File: src/rtl/lfsr_checker_bcd7seg.sv
// Team hex-to-seven-segment decoder: active-high segments, seg_o = {g,f,e,d,c,b,a}.
// Covers the full 0-F range so it can display raw hex counters.
module bcd7seg (
    input  logic [3:0] hex_i,
    output logic [6:0] seg_o
);

    always_comb begin
        case (hex_i)
            4'h0:    seg_o = 7'h3F;
            4'h1:    seg_o = 7'h06;
            4'h2:    seg_o = 7'h5B;
            4'h3:    seg_o = 7'h4F;
            4'h4:    seg_o = 7'h66;
            4'h5:    seg_o = 7'h6D;
            4'h6:    seg_o = 7'h7D;
            4'h7:    seg_o = 7'h07;
            4'h8:    seg_o = 7'h7F;
            4'h9:    seg_o = 7'h6F;
            4'hA:    seg_o = 7'h77;
            4'hB:    seg_o = 7'h7C;
            4'hC:    seg_o = 7'h39;
            4'hD:    seg_o = 7'h5E;
            4'hE:    seg_o = 7'h79;
            default: seg_o = 7'h71;
        endcase
    end

endmodule

File: config.mk
export PLATFORM = sky130hd
export DESIGN_NAME = bcd7seg
export DESIGN_NICKNAME = d
export VERILOG_FILES = /design/src/rtl/lfsr_checker_bcd7seg.sv
export SDC_FILE = /design/constraint.sdc
export NUM_CORES = 1
export LEC_CHECK = 0
export CAP_MARGIN = 25
export CORE_AREA = 2 2 39 41
export DETAILED_ROUTE_END_ITERATION = 10
export DIE_AREA = 0 0 41 43
export SLEW_MARGIN = 40
export SYNTH_ARGS = -nofsm -noshare
export SYNTH_HDL_FRONTEND = slang
export SYNTH_SLANG_ARGS = --single-unit
export TNS_END_PERCENT = 100
File: constraint.sdc
create_clock -name vclk -period 2.7
set_clock_uncertainty 0.15 [all_clocks]
set_input_delay 0.54 -clock vclk [all_inputs]
set_output_delay 0.54 -clock vclk [all_outputs]
set_load 0.02 [all_outputs]
### Yosys cells after proc, flatten, opt, wreduce, memory -nomap -nowiden

Memories as Yosys holds them, arrays and structs flattened.
Index checks and enable logic that the tools add are counted.

| cells by class | value |
|---|---|
| bitwise logic cells | 0 |
| equal/unequal tests | 0 |
| reductions and logical operators | 0 |
| add/subtract/negate cells | 0 |
| mux-type cells | 0 |
| div/mod/pow operators | 0 |
| shifts and indexed selects | 0 |
| $lt $le $gt $ge | 0 |
| multipliers | 0 |

| storage, ports and cells | value |
|---|---|
| output and inout bits | 7 |
| register bits | 0 |
| memories | 1 |
| latch bits | 0 |
| memory bits (writable) | 0 |
| bits in read-only memories | 112 |
| input port bits | 4 |
| logic and storage cells | 1 |

Memories:

| memory | words | width | read ports | clocked after memory_dff | write ports | line | RTL |
|---|---|---|---|---|---|---|---|
| (no name shown) | 16 | 7 | 1 | 0 | 0 | 9 | `case (hex_i)` |

### Depth between registers and ports, before layout

An unclocked memory read counts as a cell.

| logic depth | value |
|---|---|
| depth in word-level cells | 1 |
| depth in mapped cells | 4 |
| depth with buffers taken out | 4 |

### Worst setup path after synthesis

No wires, ideal clock.

| timing | value |
|---|---|
| path kind | input to output |
| start | input port hex_i[0] |
| end | output port seg_o[3] |
| slack | 0.518 ns |
| data arrival time | 1.492 ns |
| data required time | 2.010 ns |
| stages on the path | 3 |
| buffers on the path | 0 |
| cells stage by stage | inv_1 > ha_1 > mux4_1 |

| on the way | value |
|---|---|
| cells in the longest elaborated chain, start to end | 1 |

RTL lines:

| item | line | RTL |
|---|---|---|
| start, declared | 4 | `input logic [3:0] hex_i,` |
| $mem_v2 Z16 W7 | - |  |
| end, declared | 5 | `output logic [6:0] seg_o` |

No other way between the ends.

### Worst setup path after layout

| timing | value |
|---|---|
| start | input port hex_i[3] |
| end | output port seg_o[1] |

The elaborated chain is that of the path after synthesis.

==> results.ini <==
[run_status]
outcome=complete, no violations

[pwr]
powerDensity_nw_per_um2=163
swShare=0.482
p_int_uw=42.0
power.switching_uw=39.0
vdd_ir_drop_max_mv=0.0481
p_comb_frac=1.000
power.share.clock=0
p_leak_nw=0.236
power_frac_seq=0

[timing]
tightest_slew_ps=276
fmax_mhz=382
rsz0062_at_grt=no
max_slew_margin=0.815
period_share=0.969
finalSetupViolations=0
tns_ps=0
maxSlewViolCount=0
period_minus_slack_ps=2620
timing.hold.ws_ps=1610
hold_viol=0

[cells_and_area]
n_antenna_cell=0
final_common_cell=buf_4
design.seq.count=0
final_cell_mix=buf_4 (12), buf_2 (6), inv_1 (4), ha_1 (4)
fillers=145
nets=67
drive_above_1_share=0.519
area_growth_pct=73.0
seq_area_um2=0
clock_buffers=0

[setup_path]
crit_fanout=6
cp-startpoint=hex_i[3]
critPathKind=input pin to output pin
endpoint_kind=output pin
critPathArrivalTime_ps=1930
startpoint_type=input pin
cp.required_ps=2010

[route]
routed-via-count=302
drt_iter0_markers=1
routedWlPerCell_um=9.70
wl_um=679
final_antenna_net_count=0
first_pass_iters=2
route.detailed.drc=0
vias_per_cell=4.31

[synth]
syn-cell-area_um2=288
synth-simple-area-share=0.143
synth_xor_area_frac=0
avgSynthCellArea_um2=8.72
ys_warn_count=0
synth_top_family_by_area=adder cells
synth-compound-area-share=0.152
synth_cell_types=17
synthAdderAreaFrac=0.304
synthMuxAreaShare=0.278
syn_inst=33
yosysSeqAreaShare=0
synth_nets=44

[die]
chipWidth_um=41
start_util=0.208
rows=14
die-area_um2=1760
core_um2=1380
pin_count=11
dieHeight_um=43

[min_path]
worstHoldPathType=input pin to output pin
hold_path_startpoint=hex_i[1]

[grt]
grt_first_pass_wirelength_mm=1.12
antenna_found_initial=0
grt_usage=0.0840
grt_max_degree=13
first_global_vias=271
grt-ovfl-total=0

[placement]
dp_hpwl_um=571
portBuffers=11
gp_congestion=0.785

[run]
maxCapViolCount=0

==> cell families after synthesis <==
| kind of cell | after synthesis |
|---|---|
| buffers and inverters | 7 |
| muxes | 6 |
| adders and majority gates | 7 |
| AOI/OAI and AO/OA | 6 |
| and+or+nand+nor | 7 |
==> Yosys cell counts <==
cell type  count  area share
nand2_1        1       0.013
inv_1          5       0.065
nand3b_1       1       0.026
a31o_1         1       0.030
o31a_2         1       0.035
buf_2          1       0.017
a21oi_1        3       0.052
mux4_1         1       0.091
mux2_2         3        0.12
ha_1           7        0.30
buf_6          1       0.039
mux2i_1        2       0.070
nand2b_1       1       0.022
nor3_1         2       0.035
or2b_1         1       0.026
o32a_1         1       0.035
nor2b_1        1       0.022
==> final cells by class <==
class              instances  area (um2)  share of cell area
inverters                  5        18.8              0.0377
multi-input cells         26         287               0.575
well taps                 16        20.0              0.0402
repair buffers            23         173               0.347
==> worst max-delay path, stage by stage <==
cell and delay (ps):
clkdlybuf4s50_1 620, buf_4 180, or2b_1 220, a31o_1 210, buf_2 150
==> power by group through the flow <==
| stage | combinational, mW | clock [mW] | sequential [mW] |
|---|---|---|---|
| 6_report | 0.0811 | 0 | 0 |
| 5_1_grt | 0.0885 | 0 | 0 |
| 3_3_place_gp | 0.0826 | 0 | 0 |
| 3_5_place_dp | 0.0843 | 0 | 0 |
| 4_1_cts | 0.0769 | 0 | 0 |
| 2_1_floorplan | 0.0424 | 0 | 0 |
==> per-stage QoR <==
stage | total power [mW] | setup WS (ps) | instances | util | instance area (um2)
after floorplan | 0.0424 | 518 | 33 | - | 288
after global placement | 0.0826 | -439 | 70 | 0.355 | 492
after detailed placement | 0.0843 | -495 | 70 | 0.355 | 492
after CTS | 0.0769 | -27.3 | 70 | 0.332 | 459
after global routing | 0.0885 | 27.3 | 70 | 0.360 | 498
final | 0.0811 | 84.1 | 70 | 0.360 | 498
==> path summary, 6_finish.rpt <==
path,to,depth (start not counted)
worst min-delay path,seg_o[4],4
worst max-delay path,seg_o[1],5
==> metal layers <==
layer | wire (um) | vias up | GRT usage
met3 | 28 | 0 | 0
met1 | 272 | 139 | 0.121
li1 | - | 158 | -
met2 | 378 | 5 | 0.144
met5 | 0 | - | 0
met4 | 0 | 0 | 0
==> repair_timing <==
| action | CTS | global route |
|---|---|---|
| gates resized for setup | 33 | 6 |
| buffers inserted | 0 | 0 |
| setup endpoints to repair | 7 | 2 |
| hold buffers | 0 | 0 |
(Power assumes the default switching activity.)
